File: config.mk
export PLATFORM = sky130hd
export DESIGN_NAME = lamp_fpu_i2f_pipe
export DESIGN_NICKNAME = d
export VERILOG_FILES = /design/src/rtl/lampFPU_pkg.sv /design/src/rtl/lamp_fpu_lzc.sv /design/src/rtl/lamp_fpu_i2f_pipe.sv
export SDC_FILE = /design/constraint.sdc
export NUM_CORES = 1
export LEC_CHECK = 0
export BUFFER_PORTS_ARGS = -buffer_cell sky130_fd_sc_hd__buf_2
export CAP_MARGIN = 20
export CORE_ASPECT_RATIO = 1.4
export CORE_MARGIN = 1
export CORE_UTILIZATION = 55
export CTS_BUF_LIST = sky130_fd_sc_hd__clkbuf_8 sky130_fd_sc_hd__clkbuf_16
export DETAILED_ROUTE_END_ITERATION = 12
export PLACE_DENSITY = 0.76
export REMOVE_ABC_BUFFERS = 1
export SLEW_MARGIN = 30
export SYNTH_ARGS = -nofsm -noshare
export SYNTH_HDL_FRONTEND = slang
export SYNTH_SLANG_ARGS = --single-unit
File: constraint.sdc
create_clock -name clk -period 2.8 [get_ports clk]
set_input_delay 0.28 -clock clk [delete_from_list [all_inputs] [get_ports clk]]
set_output_delay 0.28 -clock clk [all_outputs]
set_load 0.02 [all_outputs]
File: src/rtl/lampFPU_pkg.sv
// Shared LAMP FPU constants, the integer-to-float stage records, and the
// round-to-nearest-even helper used by the integer-to-bf16 path.
package lampFPU_pkg;

    localparam int LAMP_INTEGER_DW  = 32;
    localparam int LAMP_FLOAT_E_DW  = 8;
    localparam int LAMP_FLOAT_F_DW  = 7;
    localparam int LAMP_FLOAT_E_BIAS = 127;
    localparam int LAMP_FLOAT_DW    = 1 + LAMP_FLOAT_E_DW + LAMP_FLOAT_F_DW;
    localparam int LAMP_LZC_W       = $clog2(LAMP_INTEGER_DW);

    typedef struct packed {
        logic                       sign;
        logic                       zero;
        logic [LAMP_INTEGER_DW-1:0] mag;
    } i2f_s1_t;

    typedef struct packed {
        logic                       sign;
        logic                       zero;
        logic [LAMP_FLOAT_E_DW-1:0] exp;
        logic [LAMP_INTEGER_DW-1:0] m;
    } i2f_s2_t;

    typedef struct packed {
        logic [LAMP_FLOAT_DW-1:0] res;
        logic                     inexact;
    } i2f_s3_t;

    // Returns {carry, frac}; carry set means the fraction wrapped to zero.
    function automatic logic [LAMP_FLOAT_F_DW:0] FUNC_i2f_rne(
        input logic [LAMP_FLOAT_F_DW-1:0] frac,
        input logic                       guard,
        input logic                       sticky
    );
        logic round_up;
        round_up = guard & (sticky | frac[0]);
        return {1'b0, frac} + {{LAMP_FLOAT_F_DW{1'b0}}, round_up};
    endfunction

endpackage

File: src/rtl/lamp_fpu_lzc.sv
// Combinational leading-zero counter; an all-zero input reports WIDTH-1,
// callers track the zero case themselves.
module lamp_fpu_lzc #(
    parameter int WIDTH = 32,
    parameter int CNT_W = $clog2(WIDTH)
) (
    input  logic [WIDTH-1:0] data_i,
    output logic [CNT_W-1:0] cnt_o
);

    // Scan from LSB upward so the highest set bit wins last.
    always_comb begin
        cnt_o = CNT_W'(WIDTH - 1);
        for (int i = 0; i < WIDTH; i++) begin
            cnt_o = data_i[i] ? CNT_W'(WIDTH - 1 - i) : cnt_o;
        end
    end

endmodule

File: src/rtl/lamp_fpu_i2f_pipe.sv
// Three-stage 32-bit integer to bf16 converter (capture, normalize,
// round/pack) with valid/ready backpressure and RNE rounding.
module lamp_fpu_i2f_pipe
    import lampFPU_pkg::*;
(
    input  logic                       clk,
    input  logic                       rst,
    input  logic                       doI2f_i,
    output logic                       ready_o,
    input  logic [LAMP_INTEGER_DW-1:0] op_i,
    input  logic                       isSigned_i,
    output logic                       valid_o,
    input  logic                       ready_i,
    output logic [LAMP_FLOAT_DW-1:0]   res_o,
    output logic                       isInexact_o
);

    localparam logic [LAMP_FLOAT_E_DW-1:0] EXP_TOP =
        LAMP_FLOAT_E_DW'(LAMP_FLOAT_E_BIAS + LAMP_INTEGER_DW - 1);

    logic    v1_q, v1_d, v2_q, v2_d, v3_q, v3_d;
    i2f_s1_t s1_q, s1_d;
    i2f_s2_t s2_q, s2_d;
    i2f_s3_t s3_q, s3_d;

    logic                       en1_s, en2_s, en3_s;
    logic                       accept_s;
    logic                       sign_s;
    logic [LAMP_LZC_W-1:0]      lzc_s;
    logic [LAMP_FLOAT_F_DW:0]   rne_s;
    logic [LAMP_FLOAT_E_DW-1:0] exp_rnd_s;

    // Enable chain: a stage may advance when it is empty or its successor advances.
    always_comb begin
        en3_s    = ~v3_q | ready_i;
        en2_s    = ~v2_q | en3_s;
        en1_s    = ~v1_q | en2_s;
        accept_s = doI2f_i & en1_s & ~rst;
    end

    assign ready_o = en1_s & ~rst;

    // Valid bits follow upstream when enabled, otherwise hold.
    always_comb begin
        v1_d = en1_s ? accept_s : v1_q;
        v2_d = en2_s ? v1_q     : v2_q;
        v3_d = en3_s ? v2_q     : v3_q;
    end

    // Stage 1: sign and magnitude; -2^31 maps naturally to 0x8000_0000.
    always_comb begin
        s1_d   = s1_q;
        sign_s = isSigned_i & op_i[LAMP_INTEGER_DW-1];
        if (accept_s) begin
            s1_d.sign = sign_s;
            s1_d.zero = (op_i == {LAMP_INTEGER_DW{1'b0}});
            s1_d.mag  = sign_s ? (~op_i + {{(LAMP_INTEGER_DW-1){1'b0}}, 1'b1}) : op_i;
        end else begin
            s1_d = s1_q;
        end
    end

    lamp_fpu_lzc #(
        .WIDTH (LAMP_INTEGER_DW),
        .CNT_W (LAMP_LZC_W)
    ) u_lzc (
        .data_i (s1_q.mag),
        .cnt_o  (lzc_s)
    );

    // Stage 2: normalize so the leading one sits at bit 31.
    always_comb begin
        s2_d = s2_q;
        if (en2_s & v1_q) begin
            s2_d.sign = s1_q.sign;
            s2_d.zero = s1_q.zero;
            s2_d.exp  = EXP_TOP - {{(LAMP_FLOAT_E_DW-LAMP_LZC_W){1'b0}}, lzc_s};
            s2_d.m    = s1_q.mag << lzc_s;
        end else begin
            s2_d = s2_q;
        end
    end

    // Stage 3: round to nearest even; a fraction carry bumps the exponent (max 159).
    always_comb begin
        s3_d      = s3_q;
        rne_s     = FUNC_i2f_rne(s2_q.m[30:24], s2_q.m[23], |s2_q.m[22:0]);
        exp_rnd_s = s2_q.exp + {{(LAMP_FLOAT_E_DW-1){1'b0}}, rne_s[LAMP_FLOAT_F_DW]};
        if (en3_s & v2_q) begin
            // A normalized nonzero magnitude always has bit 31 set.
            if (s2_q.zero | ~s2_q.m[31]) begin
                s3_d.res     = {LAMP_FLOAT_DW{1'b0}};
                s3_d.inexact = 1'b0;
            end else begin
                s3_d.res     = {s2_q.sign, exp_rnd_s, rne_s[LAMP_FLOAT_F_DW-1:0]};
                s3_d.inexact = s2_q.m[23] | (|s2_q.m[22:0]);
            end
        end else begin
            s3_d = s3_q;
        end
    end

    // Pipeline state registers.
    always_ff @(posedge clk or posedge rst) begin
        if (rst) begin
            v1_q <= 1'b0;
            v2_q <= 1'b0;
            v3_q <= 1'b0;
            s1_q <= '0;
            s2_q <= '0;
            s3_q <= '0;
        end else begin
            v1_q <= v1_d;
            v2_q <= v2_d;
            v3_q <= v3_d;
            s1_q <= s1_d;
            s2_q <= s2_d;
            s3_q <= s3_d;
        end
    end

    assign valid_o     = v3_q;
    assign res_o       = s3_q.res;
    assign isInexact_o = s3_q.inexact;

endmodule

**Word-level counts from Yosys, hierarchy flattened**

Cells that the tools add are included.

- Add/subtract/negate cells: 4
- Multipliers: 0
- Divide/modulo/power cells: 0
- Order comparisons: 0
- Equal/unequal tests: 0
- Shift operators: 1
- Mux-type cells: 33
- Bitwise gates (word level): 19
- Reductions and logical operators: 2

Operators with widths:

| operator | count |
|---|---|
| $mux W5 | 30 |
| $add A32 B1 Y32 const B | 1 |
| $logic_not A32 Y1 | 1 |
| $mux W32 | 1 |
| $not A32 Y32 | 1 |
| $shl A32 B5 Y32 | 1 |
| $reduce_or A23 Y1 | 1 |
| $mux W17 | 1 |
| $add A7 B1 Y8 | 1 |
| $add A8 B1 Y8 | 1 |
| $sub A8 B5 Y8 const A | 1 |
| $and A1 B1 Y1 | 7 |
| $or A1 B1 Y1 | 6 |
| $not A1 Y1 | 5 |
| $mux W1 | 1 |

- Flip-flop bits (word level): 96
- Latch bits: 0
- Memory bits (writable): 0
- ROM bits: 0
- Input bits: 37
- Output and inout port bits: 19
- Logic and storage cells: 71
- Memories: 0

**Logic depth before layout (Yosys ltp)**

Gate-level depths: netlist (run 1).

- Word-level depth: 32
- Gate-level depth with buffers: 13
- Depth with buffers taken out: 13

**By module**

A second synthesis (run 1) with hierarchy kept.

- Cells, all modules: 704
- Area total of the unflattened synthesis: 6,431.2 µm²

Modules (own cells, without submodules):

| module | instances | cells each | area an instance (µm²) | sequential area each (µm²) |
|---|---|---|---|---|
| lamp_fpu_i2f_pipe | 1 | 643 | 6,087.1 | 2,402.3 |
| lamp_fpu_lzc | 1 | 61 | 344.1 | 0.0 |

**Least setup slack after synthesis (run 1)**

Ideal clock, no wire load.

- Path kind: reg-to-reg
- From: reg s1_q[16] (netlist bit)
- To: reg s2_q[26] (netlist bit)
- Library setup time: 0.135 ns
- Arrival time: 2.577 ns
- Required time: 2.665 ns
- Setup slack: 0.087 ns
- Cell stages (with the launch flop): 11
- Path buffers: 3
- Period minus slack after synthesis: 2.713 ns
- Cells stage by stage: dfrtp_1 clkbuf_1 or3_1 a221o_1 a21oi_1 o211a_2 buf_2 buf_2 mux2_2 a222oi_1 nand3_1

- Word-level cells in the longest chain between the ends: 17

Ends and longest elaborated chain:

| what | RTL line | text |
|---|---|---|
| from (decl) | lamp_fpu_i2f_pipe.sv:22 | `i2f_s1_t s1_q, s1_d;` |
| from (signal assigned) | lamp_fpu_i2f_pipe.sv:109 | `s1_q <= '0;` |
| from (signal assigned) | lamp_fpu_i2f_pipe.sv:116 | `s1_q <= s1_d;` |
| $mux W5 (16 in a row) | lamp_fpu_lzc.sv:15 | `cnt_o = data_i[i] ? CNT_W'(WIDTH - 1 - i) : cnt_o;` |
| $shl A32 B5 Y32 * | lamp_fpu_i2f_pipe.sv:78 | `s2_d.m = s1_q.mag << lzc_s;` |
| to (signal assigned) | lamp_fpu_i2f_pipe.sv:110 | `s2_q <= '0;` |
| to (signal assigned) | lamp_fpu_i2f_pipe.sv:117 | `s2_q <= s2_d;` |
| to (decl) | lamp_fpu_i2f_pipe.sv:23 | `i2f_s2_t s2_q, s2_d;` |

Mark *: on every way between the ends. The rest lies on a longest branch, timed or not.
A chain may end at the register's enable or synchronous reset.

**Final worst setup path (run 1)**

- From: reg s1_q[14] (netlist bit)
- To: reg s2_q[28] (netlist bit)

- Word-level cells in the longest chain between the ends: 19

Ends and longest elaborated chain:

| what | RTL line |
|---|---|
| $mux W5 (18 in a row) | lamp_fpu_lzc.sv:15 |
| $shl A32 B5 Y32 * | lamp_fpu_i2f_pipe.sv:78 |

Marked as above.

==> results of run 1 <==
==> cell usage after synthesis, types with 17 or more instances <==
cell	n
sky130_fd_sc_hd__dfrtp_1	96
sky130_fd_sc_hd__a21oi_1	32
sky130_fd_sc_hd__a22oi_1	20
sky130_fd_sc_hd__mux2_2	19
sky130_fd_sc_hd__nor2_1	61
sky130_fd_sc_hd__nand2_1	127
sky130_fd_sc_hd__clkbuf_1	31
sky130_fd_sc_hd__xor2_1	17
sky130_fd_sc_hd__nor3_1	19
sky130_fd_sc_hd__xnor2_1	25
sky130_fd_sc_hd__mux2i_1	44
sky130_fd_sc_hd__o21ai_0	69
==> worst max path at each step <==
stage | from | slack (ps) | endpoint | depth (start not counted)
2_1_floorplan | s1_q[12] | -280 | s2_q[23] | 10
3_3_place_gp | s1_q[12] | -160 | s2_q[21] | 10
3_5_place_dp | s1_q[12] | -210 | s2_q[13] | 10
4_1_cts | s1_q[12] | -9 | s2_q[13] | 10
5_1_grt | s1_q[14] | -170 | s2_q[28] | 12
6_report | s1_q[14] | -110 | s2_q[28] | 12
==> worst reg2reg max path, stage by stage (launching register included) <==
cell	delay (ps)
sky130_fd_sc_hd__dfrtp_1	410
sky130_fd_sc_hd__or3_1	360
sky130_fd_sc_hd__a221o_1	300
sky130_fd_sc_hd__a21oi_4	190
sky130_fd_sc_hd__o211a_4	230
sky130_fd_sc_hd__buf_12	160
sky130_fd_sc_hd__buf_8	130
sky130_fd_sc_hd__buf_8	130
sky130_fd_sc_hd__mux2i_2	80
sky130_fd_sc_hd__mux2_4	300
sky130_fd_sc_hd__o221ai_4	220
sky130_fd_sc_hd__o22ai_2	110
sky130_fd_sc_hd__o22ai_1	200
==> layout make-up <==
class                           instances  share of cell area
Clock buffer                            9             0.02683
Clock inverter                          6             0.01371
Inverter                               15            0.007751
Multi-Input combinational cell        590              0.4960
Sequential cell                        96              0.2868
Tap cell                              144             0.02146
Timing Repair Buffer                  172              0.1474
==> cells in the final DEF, fill, tap and decap left out, types with 5 or more instances in the layout <==
cell,n
sky130_fd_sc_hd__a22oi_1,11
sky130_fd_sc_hd__nand4_1,5
sky130_fd_sc_hd__nor2_1,58
sky130_fd_sc_hd__nand2_1,125
sky130_fd_sc_hd__a31oi_1,7
sky130_fd_sc_hd__o21ai_0,65
sky130_fd_sc_hd__dfrtp_1,92
sky130_fd_sc_hd__mux2_2,7
sky130_fd_sc_hd__a221oi_2,5
sky130_fd_sc_hd__mux2i_1,23
sky130_fd_sc_hd__nor4_1,10
sky130_fd_sc_hd__nor3_1,16
sky130_fd_sc_hd__xnor2_1,25
sky130_fd_sc_hd__inv_1,12
sky130_fd_sc_hd__buf_2,55
sky130_fd_sc_hd__mux2_4,12
sky130_fd_sc_hd__a21oi_1,30
sky130_fd_sc_hd__mux2i_2,13
sky130_fd_sc_hd__nor4_2,5
sky130_fd_sc_hd__o21ai_1,5
sky130_fd_sc_hd__clkbuf_16,9
sky130_fd_sc_hd__nand3_1,12
sky130_fd_sc_hd__a22oi_2,9
sky130_fd_sc_hd__buf_4,106
sky130_fd_sc_hd__xor2_1,17
sky130_fd_sc_hd__buf_6,5
sky130_fd_sc_hd__o211ai_1,5
sky130_fd_sc_hd__ha_1,5
sky130_fd_sc_hd__o31ai_1,5
sky130_fd_sc_hd__a22o_1,14
sky130_fd_sc_hd__mux2i_4,8
sky130_fd_sc_hd__nand2b_1,6
==> sequential cells by signal (all words and copies together) (netlist names) <==
signal and flops:
res_o 16, valid_o 1, v1_q 1, v2_q 1, s2_q 42, isInexact_o 1, s1_q 34
==> power by group through the flow <==
stage	registers [mW]	logic, mW	clock network (mW)
floorplan	2.17	1.56	0
global placement	2.08	2.68	0
detailed placement	2.10	2.73	0
CTS	2.08	2.92	1.44
global route	2.17	3.81	1.49
finish	2.13	3.57	1.43
==> per-layer routing <==
metal	vias up	wire length (um)
met2	262	10880
met5	-	0
met3	84	918
met1	3130	7677
met4	0	1088
li1	2965	-
==> cells by family (layout without fill, tap and decap cells) <==
kind of cell    after synthesis  after routing  synth area share
simple gates                275            275            0.1933
fa+ha+maj                     6              6           0.01180
compound gates              202            203            0.2084
xor+xnor                     42             42           0.05781
mux                          64             64            0.1064
flops                        96             96            0.3775
buf+inv                      66            202           0.04483
==> through the flow <==
stage / hold WS [ps] / area, um2
after floorplan: 416.0 / 6135
after global placement: 363.7 / 7277
after detailed placement: 376.1 / 7277
after CTS: 4.391 / 7761
after global routing: 23.31 / 8394
final: -16.77 / 8394
==> timing repair <==
item / in CTS / in global routing
resized for setup: 24 / 91
gates cloned: 1 / 1
setup endpoints to repair: 21 / 26
pin swaps: 1 / 33
setup buffers: 0 / 33
==> run summary, run 1 <==
Most repeated library cell on the critical path: sky130_fd_sc_hd__buf_8. Once detail routing completed, the nets flagged for antenna violations numbered 0. The die is 92.91 um wide. Cell taking the most area after synthesis: sky130_fd_sc_hd__dfrtp_1. The aggregate negative setup slack was -330.5 ps; the chip height was 129.3 um. Before antenna repair, the detailed router went through 6 iterations. The worst path arrival time was 3170 ps; the sink count of the clock tree was 96. Yosys mapped a number of flops with a built-in enable equal to 0.

The clock tree root buffer cell is sky130_fd_sc_hd__clkbuf_16. In this run the cell area of the synthesized design comes to 6364 um2. The clock network power share is 0.201, and the starting DRC count in detailed routing is 315. Excluding fillers, the count of instances in the completed layout stands at 1032.

The tools report the final core utilization as 0.7441. Nature of the critical path endpoint: a register. The required time of the critical path is 3060 ps. The core region is 11280 um2. The global placer's final weighted congestion is 1.001, and the clock buffer count from CTS is 9. The maximum single-stage delay on the critical path works out to 410 ps. Clock-pin slew was measured on the worst setup and hold paths at 70 ps.

After layout, the minimum clock period comes to 2909 ps. Clock latency on the worst-skew pair, taken at its later pin, is 350 ps. The total via count in the routed design was 6441; the count of endpoints failing hold in the final timing report was 14.

The checks that failed: hold timing, setup timing. Origin of the critical flop-to-flop path: s1_q[14]. In this run the deepest clock path goes through 2 buffers. The tools report the effective utilization at floorplan as 0.5641.

Net switching fraction of the power: 0.3902. Ranked by total cell area, the synthesized netlist is headed by sky130_fd_sc_hd__dfrtp_1 (38%), sky130_fd_sc_hd__nand2_1 (7.5%), sky130_fd_sc_hd__mux2i_1 (6.9%). The met1 usage in global routing was 0.3701.

Across the VDD grid, the largest voltage drop is 0.3538 mV. Counting tap cells, the placed design contains a total of 985 instances. In this run the power spent charging and discharging nets is 2.784 mW. The run gives 751 as the number of cells produced by synthesis.

The worst clock skew on the final layout was 7.965 ps; the fraction of registers with async set or reset after synthesis was 1.000. The maximum fanout along the worst path was 7. For the total inserted antenna cells, the log shows 0.

For this run the aggregate overflow at the end of global routing stands at 0. The routed wire length came out at 20560 um. The slowest cell on the critical path is sky130_fd_sc_hd__dfrtp_1. In the routed design, unresolved DRC markers number 0. At the pin with the least slew margin, the transition time is 846.1 ps. The area of the die is 12010 um2. Before CTS, the worst setup slack after placement is -208.9 ps. The area share of the leading cell type in the synthesized netlist was 0.3775; the worst slew margin relative to its limit was 0.4307.

Met3 track utilization from global routing: 0.02993. Setup slack on the worst reg-to-reg path comes out at -110 ps. STA classifies the critical path startpoint as a register. The floorplan has 46 rows. The half-perimeter wire length after detailed placement came out at 14600 um. The tools report the combinational fraction of design power as 0.501. Sum of buffers and inverters on the critical path: 3. met2 is the most crowded layer. For the combined global-route utilization of all metal layers, the log shows 0.3364. For this run, the leading register cell type out of synthesis is sky130_fd_sc_hd__dfrtp_1. The type of the setup path with the least slack was register to register.

The multi-input combinational cells in the finished layout cover a total of 4164 um2. Setup repair after global routing could not meet its margin everywhere. The layout filler cell count was 821; the flip-flop and latch count after synthesis was 96. Internal power comes to 4.351 mW. A synthesized cell averages 8.474 um2. The synthesis-to-finish area growth came out at 31.91%. In this run, distinct cell masters in the synthesized netlist total 69. The kind of cell with the highest combined delay along the critical path is compound AO/OA/AOI/OAI gates. Entering global routing, the biggest net connects 35 pins. Registers take 2407 um2.

The tools report the overall power as 7.135 mW. The logs give 3.716 nW for the leakage power and 0.3775 for the share of the yosys chip area belonging to registers. The count of pins over their slew limit was 0. The count of input and output buffers works out to 55. The tools report the worst hold slack after final layout as -16.77 ps. The sequential share of power was 0.298; the number of nets in the layout was 927.

The worst register-to-register path ends at s2_q[28]. The via count of the first global-routing pass came out at 6224. The first global-routing pass estimated 31370 um of wire. Class of the worst hold path: primary input to async pin. 56 I/O pins were placed. The H-tree was split into 3 levels. The final critical-path share of the clock period was 1.039. The number of antenna violations at the first check in global routing is 0, and the power per cell area is 850.0 nW/um2. The via-per-instance ratio was 6.241; the maximum clock frequency was 343.7 MHz. Setup violations remaining at the end of the flow were counted as 5. For this run, the number of Yosys warnings is 0. TritonCTS built the clock tree. The tools report the final worst-path setup slack as -109.5 ps. The number of cells on the worst reg-to-reg path is 12. The layout cell share with drive strength beyond 1 was 0.3266. The signal on the critical path passes through or3_1 -> a221o_1 -> a21oi_4 -> o211a_4 -> buf_12 -> buf_8 -> buf_8 -> mux2i_2 -> mux2_4 -> o221ai_4 -> o22ai_2 -> o22ai_1.

The number of max-cap violations was 0; the hold-fix buffer count after cts was 0. For the met2 track demand over resource in global routing, the log shows 0.6172. Dividing the detail-routed wire length by the instance count gives 19.92 um. The run finished, with violations left.
Note: power is estimated with default switching activity, not from simulation.
==> run 2, diff against run 1 <==
--- a/config.mk
+++ b/config.mk
@@ -5,14 +5,14 @@
 export SDC_FILE = /design/constraint.sdc
 export NUM_CORES = 1
 export LEC_CHECK = 0
-export BUFFER_PORTS_ARGS = -buffer_cell sky130_fd_sc_hd__buf_2
 export CAP_MARGIN = 20
 export CORE_ASPECT_RATIO = 1.4
 export CORE_MARGIN = 1
-export CORE_UTILIZATION = 55
+export CORE_UTILIZATION = 58
 export CTS_BUF_LIST = sky130_fd_sc_hd__clkbuf_8 sky130_fd_sc_hd__clkbuf_16
 export DETAILED_ROUTE_END_ITERATION = 12
-export PLACE_DENSITY = 0.76
+export DONT_BUFFER_PORTS = 1
+export PLACE_DENSITY = 0.75
 export REMOVE_ABC_BUFFERS = 1
 export SLEW_MARGIN = 30
 export SYNTH_ARGS = -nofsm -noshare
==> constraint.sdc (replaced) <==
create_clock -name clk -period 2.8 [get_ports clk]
set_input_delay 0.14 -clock clk [delete_from_list [all_inputs] [get_ports clk]]
set_output_delay 0.14 -clock clk [all_outputs]
set_load 0.02 [all_outputs]
==> run 2 against run 1 <==
  * The run still ends with hold timing, setup timing left
  * Highest routed layer unchanged
  * Wire length shrank 4.1%
  * Final area shrank 3.2%
  * Via count shrank 3.9%
  * Worst hold slack gained 13 ps
  * Total power shrank 6.4%
  * Register-to-register slack gained 96 ps
  * Largest power group unchanged
  * First-iteration DRC count grew 8.3%
  * Clock-buffer cell count is the same
  * Setup slack gained 96 ps
  * Sequential share of layout area grew 0.92 points
==> run summary, run 2 (synthesized netlist as in run 1, its figures left out) <==
The run finished, with violations left. The checks that failed: hold timing, setup timing. The final worst-path setup slack is -13.22 ps (+96.24 ps). For the effective utilization at floorplan, the log shows 0.6052 (+0.04108).

The post-route minimum period is 2813 ps (-96.24 ps). Source-to-sink clock delay at the later pin of the worst-skew pair: 350 ps (about the same). Maximum fanout along the worst path: 4 (-3). The count of pins over their slew limit is 0 (unchanged), and the number of cells in the design after placement is 932 (-5.4%).

The worst setup path is launched from a register. The min-delay analysis places its worst path in the category primary input to register. Required time of the critical path: 3040 ps (-20 ps). The number of flip-flops in the largest register works out to 42 (unchanged). For the global placer's final weighted congestion, the log shows 0.9745 (-2.7%).

TritonCTS built the clock tree. The count of input and output buffers is 0 (-100%). The final critical-path share of the clock period was 1.005 (-0.03437); the number of antenna violations at the first check in global routing was 0 (unchanged). For the iteration count of the initial detailed-routing pass, the log shows 5 (-1).

The post-detailed-route wirelength per cell was 19.99 um (+0.33%). The most frequent standard cell in the layout excluding fill and tap cells is sky130_fd_sc_hd__nand2_1. The number of nets in the layout was 886 (-4.4%); the total inserted antenna cells was 0 (unchanged). The power per cell area is 821.8 nW/um2 (-3.3%), and the count of endpoints failing hold in the final timing report is 1 (-13).

The tools report the buffer levels on the longest clock path as 2 (unchanged). The aggregate negative setup slack was -13.22 ps (+317.2 ps); the clock-pin slew on the worst setup and hold paths was 70 ps (about the same). For the leakage power, the log shows 3.519 nW (-5.3%).

The sink count of the clock tree is 96 (unchanged), and the combined global-route utilization of all metal layers is 0.3450 (+0.008686). The number of endpoints failing setup at the final stage is 1 (-4), and the overall power is 6.676 mW (-6.4%). The worst slew margin relative to its limit is 0.4613 (+0.03057), and the starting DRC count in detailed routing is 341 (+8.3%).

The maximum clock frequency was 355.5 MHz (+3.4%); the routed wire length was 19710 um (-4.1%). The most flop-heavy register was s2_q. The layout cell share with drive strength beyond 1 was 0.2500 (-0.07658). The standard cell core area came out at 10520 um2 (-6.8%). The run gives 44 (-4.3%) as the floorplan row count.

The run gives 3060 ps (-110 ps) as the worst path arrival time. The logs give -10 ps (+100 ps) for the register-to-register setup slack and 0 (unchanged) for the number of design rule violations left after detail routing. The actual transition at the worst max-transition pin is 807.6 ps (-38.52 ps), and the cell count of the worst hold path is 2. The logs give -166.1 ps (+42.79 ps) for the pre-CTS setup slack and 6192 (-3.9%) for the total via count in the routed design.

The logs give 0 (unchanged) for the post-detailed-route count of antenna-violating nets and 0.4035 mV (+14%) for the maximum VDD drop. Setup repair after global routing could not meet its margin everywhere. The total overflow reported by the global router was 0 (unchanged); the worst hold slack after final layout was -3.696 ps (+13.08 ps). Relative to the synthesized area, the layout overhead comes to 27.66%.

The number of top-level pins is 56 (unchanged). The worst clock skew on the final layout is 4.488 ps (-3.477 ps), and the worst-case reg-to-reg path depth is 10 (-2). The via count of the first global-routing pass was 6217 (-0.11%). Leaving out fill and tap cells, the most frequent cells in the layout are sky130_fd_sc_hd__nand2_1 (126), sky130_fd_sc_hd__buf_4 (102), sky130_fd_sc_hd__dfrtp_1 (94). The H-tree level count is 3 (unchanged), and the chip height is 125.9 um (-2.6%). The wire length of the first global-routing pass is 30860 um (-1.7%). For the placed cell area, the log shows 7067 um2 (-2.9%).

The maximum number of pins on one net before global-route repair is 70 (+100%). The worst setup path is captured at a register. The critical path in this run is classified as register to register. For the number of max-cap violations, the log shows 0 (unchanged). The tree is rooted in a sky130_fd_sc_hd__clkbuf_16. The summed area of non-filler cells in the final layout was 8124 um2 (-3.2%); the clock buffer count from CTS was 9 (unchanged).

The floorplan die width is 90.53 um (-2.6%), and the final cell count without fillers is 986 (-4.5%). The half-perimeter wire length after detailed placement is 14160 um (-3.0%), and the final core utilization is 0.7726 (+0.02849). The area of the die was 11400 um2 (-5.1%); the via-per-instance ratio was 6.280 (+0.62%).
[run 2: cell count changes in the layout (fill, tap and decap cells not counted), moves of 5 or more]
cell                            before  now
sky130_fd_sc_hd__buf_6               5    0
sky130_fd_sc_hd__mux2i_1            23   30
sky130_fd_sc_hd__mux2i_2            13    6
sky130_fd_sc_hd__buf_2              55    0
sky130_fd_sc_hd__dlygate4sd3_1       0   20
[run 2: critical path: stages, from the launching register on]
cell and delay (ps):
sky130_fd_sc_hd__dfrtp_1 390, sky130_fd_sc_hd__or4_4 580, sky130_fd_sc_hd__a21oi_4 150, sky130_fd_sc_hd__a21boi_2 100, sky130_fd_sc_hd__buf_4 190, sky130_fd_sc_hd__a221oi_1 360
sky130_fd_sc_hd__a31oi_1 130, sky130_fd_sc_hd__mux2_2 320, sky130_fd_sc_hd__a221oi_2 300, sky130_fd_sc_hd__buf_4 150, sky130_fd_sc_hd__nand2_1 40
[run 2: cell type report]
type | instances | area (um2)
fillers | 728 | 2391
clock buffers | 9 | 225.2
repair buffers | 131 | 1149
clock inverters | 7 | 53.80
multi-input cells | 590 | 4058
well taps | 138 | 172.7
flip-flops and latches | 96 | 2405
inverters | 15 | 61.31
[run 2: final timing paths]
check,startpoint,endpoint
max in group asynchronous,rst,s1_q[6]
hold reg to reg,s1_q[33],s2_q[41]
setup / recovery,s1_q[30],s2_q[18]
hold / removal,op_i[13],s1_q[13]
min in group asynchronous,rst,res_o[9]
setup reg to reg,s1_q[30],s2_q[18]
[run 2: per-layer routing]
metal | routed length, um | global-route usage | up-vias
met1 | 7405 | 0.3779 | 2974
met3 | 912 | 0.05737 | 86
met2 | 10190 | 0.6199 | 241
met4 | 1201 | 0.2068 | 0
li1 | - | - | 2891
met5 | 0 | 0 | -
[run 2: power by group]
part	internal [mW]	switching, mW
sequential	1.77	0.465
clock	0.613	0.585
combinational	1.61	1.64
[run 2: repair_timing]
item	CTS	global route
gates cloned	1	2
buffers inserted	0	15
hold buffers	20	0
endpoints found under the hold margin	59	0
endpoints found under the setup margin	21	29
gates resized for setup	13	70
pin swaps	1	19
==> run 3, diff against run 2 <==
--- a/config.mk
+++ b/config.mk
@@ -12,7 +12,7 @@
 export CTS_BUF_LIST = sky130_fd_sc_hd__clkbuf_8 sky130_fd_sc_hd__clkbuf_16
 export DETAILED_ROUTE_END_ITERATION = 12
 export DONT_BUFFER_PORTS = 1
-export PLACE_DENSITY = 0.75
+export PLACE_DENSITY = 0.85
 export REMOVE_ABC_BUFFERS = 1
 export SLEW_MARGIN = 30
 export SYNTH_ARGS = -nofsm -noshare
==> run 3 against run 2 <==
  * The flow still finishes with violations (hold timing, setup timing)
  * Clock power about the same
  * Via count up 5.2%
  * Die area unchanged
  * Largest power group unchanged
  * Highest routed layer unchanged
==> run summary, run 3 (synthesized netlist as in run 1, its figures left out) <==
The flow ran to the end, but the final reports show violations. The final reports fail on hold timing, setup timing. The count of input and output buffers is 0 (unchanged), and the total via count in the routed design is 6516 (+5.2%). The tools report the floorplan row count as 44 (unchanged).

The number of cells in the design after placement was 941 (+0.97%); the actual transition at the worst max-transition pin was 850.8 ps (+43.22 ps). Routed wire length: 21090 um (+7.0%). The worst hold path belongs to the class primary input to register.

The wire length of the first global-routing pass is 31710 um (+2.8%), and the number of endpoints failing setup at the final stage is 18 (+17). The starting DRC count in detailed routing is 449 (+32%), and the maximum number of pins on one net before global-route repair is 42 (-40%). The top cell types in the final layout, fill and taps aside, are sky130_fd_sc_hd__nand2_1 (126), sky130_fd_sc_hd__buf_4 (117), sky130_fd_sc_hd__dfrtp_1 (94). The buffer levels on the longest clock path is 2 (unchanged), and the post-detailed-route count of antenna-violating nets is 0 (unchanged).

The via-per-instance ratio is 6.549 (+4.3%). The critical path is of the register to register type. The number of flip-flops in the largest register was 42 (unchanged); the post-route minimum period was 3004 ps (+191.0 ps).

The logs give 3.517 nW (about the same) for the leakage power and 3210 ps (+150 ps) for the worst path arrival time. For the number of nets in the layout, the log shows 895 (+1.0%). The maximum VDD drop is 0.3856 mV (-4.5%), and the sink count of the clock tree is 96 (unchanged). The logs give 350 ps (about the same) for the source-to-sink clock delay at the later pin of the worst-skew pair and 9 (unchanged) for the clock buffer count from CTS. The overall power was 6.648 mW (-0.43%); the chip height was 125.9 um (unchanged).

The number of antenna violations at the first check in global routing is 0 (unchanged), and the final critical-path share of the clock period is 1.073 (+0.06821). Total overflow reported by the global router: 0 (unchanged). Ranked by flip-flop count, first place goes to s2_q. The layout cell share with drive strength beyond 1 came out at 0.2672 (+0.01721). The maximum clock frequency is 332.9 MHz (-6.4%), and the pre-CTS setup slack is -115.9 ps (+50.27 ps). The worst setup path is captured at a register. The post-detailed-route wirelength per cell came out at 21.20 um (+6.1%). Half-perimeter wire length after detailed placement: 14500 um (+2.4%).

Number of max-cap violations: 0 (unchanged). The number of top-level pins came out at 56 (unchanged). The most frequent standard cell in the layout excluding fill and tap cells is sky130_fd_sc_hd__nand2_1. The total inserted antenna cells was 0 (unchanged). The combined global-route utilization of all metal layers was 0.3568 (+0.01171).

The sort of element at the start of the critical path is a register. The power per cell area is 820.7 nW/um2 (-0.14%), and the cell count of the worst hold path is 2 (unchanged). TritonCTS built the clock tree. The final worst-path setup slack was -204.2 ps (-191.0 ps). The effective utilization at floorplan was 0.6052 (unchanged); the floorplan die width was 90.53 um (unchanged). The worst slew margin relative to its limit is 0.4325 (-0.02883).

The worst hold slack after final layout is -3.483 ps (+0.2133 ps), and the aggregate negative setup slack is -1069 ps (-1056 ps). For the required time of the critical path, the log shows 3010 ps (-30 ps). The H-tree level count is 3 (unchanged), and the standard cell core area is 10520 um2 (unchanged).

The clock-pin slew on the worst setup and hold paths is 70 ps (about the same). The number of design rule violations left after detail routing is 0 (unchanged), and the maximum fanout along the worst path is 6 (+2). The tools report the final cell count without fillers as 995 (+0.91%). Compared with the post-synthesis result, the final layout area differs by 27.29%. Setup repair after global routing could not meet its margin everywhere. The worst clock skew on the final layout is 14.91 ps (+10.42 ps). Worst-case reg-to-reg path depth: 11 (+1). The count of endpoints failing hold in the final timing report is 2 (+1), and the count of pins over their slew limit is 0 (unchanged).

The tools report the clock tree root buffer cell as sky130_fd_sc_hd__clkbuf_16. The area of the die was 11400 um2 (unchanged). For the via count of the first global-routing pass, the log shows 6474 (+4.1%).

The run gives 0.9620 (-1.3%) as the global placer's final weighted congestion. The run gives 8 (+3) as the iteration count of the initial detailed-routing pass.
## run 3: cell types whose count changed in the layout (fill, tap and decap cells not counted), moves of 4 or more
cell / delta
sky130_fd_sc_hd__buf_4: +15
sky130_fd_sc_hd__nor4_2: +4
sky130_fd_sc_hd__nor4_1: -4
sky130_fd_sc_hd__a221oi_1: +4
sky130_fd_sc_hd__dlygate4sd3_1: -5
sky130_fd_sc_hd__a221oi_2: -4
sky130_fd_sc_hd__mux2i_2: +4
sky130_fd_sc_hd__mux2i_4: -4
## run 3: metal layers
layer | track usage | up-vias | routed length (um)
met5 | 0 | - | 0
met4 | 0.2429 | 0 | 1411
met3 | 0.05737 | 132 | 1338
met2 | 0.6435 | 360 | 10830
met1 | 0.3778 | 3119 | 7513
li1 | - | 2905 | -
## run 3: critical path, cell delays in order (launching register included)
cell	delay, ps
sky130_fd_sc_hd__dfrtp_1	490
sky130_fd_sc_hd__nor2_1	100
sky130_fd_sc_hd__o31a_1	240
sky130_fd_sc_hd__o211ai_1	230
sky130_fd_sc_hd__buf_4	190
sky130_fd_sc_hd__o21a_4	180
sky130_fd_sc_hd__mux2i_1	340
sky130_fd_sc_hd__a22oi_1	170
sky130_fd_sc_hd__mux2_2	310
sky130_fd_sc_hd__buf_4	150
sky130_fd_sc_hd__a222oi_1	340
sky130_fd_sc_hd__nand3_1	130
## run 3: power breakdown
part           total, mW  internal [mW]  switching [mW]  leakage [nW]
Combinational       3.21           1.57            1.65          2.19
Sequential          2.26           1.77           0.487          1.19
Clock               1.17          0.612           0.563         0.131
Total               6.65           3.95            2.70          3.52
## run 3: final cells by class
cell class | count | area [um2]
Tap cell | 138 | 172.7
Timing Repair Buffer | 139 | 1155
Clock buffer | 9 | 225.2
Inverter | 15 | 57.56
Clock inverter | 7 | 55.05
Multi-Input combinational cell | 591 | 4030
Fill cell | 708 | 2415
Sequential cell | 96 | 2405
## run 3: final timing paths
path	start	end	slack (ps)
setup reg to reg	s1_q[3]	s2_q[26]	-200
hold / removal	op_i[6]	s1_q[6]	-3
hold reg to reg	s2_q[18]	s2_q[18]	500
setup / recovery	s1_q[3]	s2_q[26]	-200
min in group asynchronous	rst	s2_q[41]	350
max in group asynchronous	rst	s2_q[27]	1570
## run 3: repair_timing
action | CTS | global route
setup endpoints to repair | 13 | 25
pin swaps | 6 | 17
setup buffers | 14 | 7
cloned | 3 | 0
hold buffers | 15 | 0
endpoints found under the hold margin | 52 | 0
gates resized for setup | 13 | 65
## run 3: per-stage QoR
| step | util | instance area [um2] |
|---|---|---|
| CTS | 0.7386 | 7766 |
| global placement | 0.6773 | 7122 |
| finish | 0.7703 | 8100 |
| detailed placement | 0.6773 | 7122 |
| floorplan | - | 6135 |
| global route | 0.7703 | 8100 |
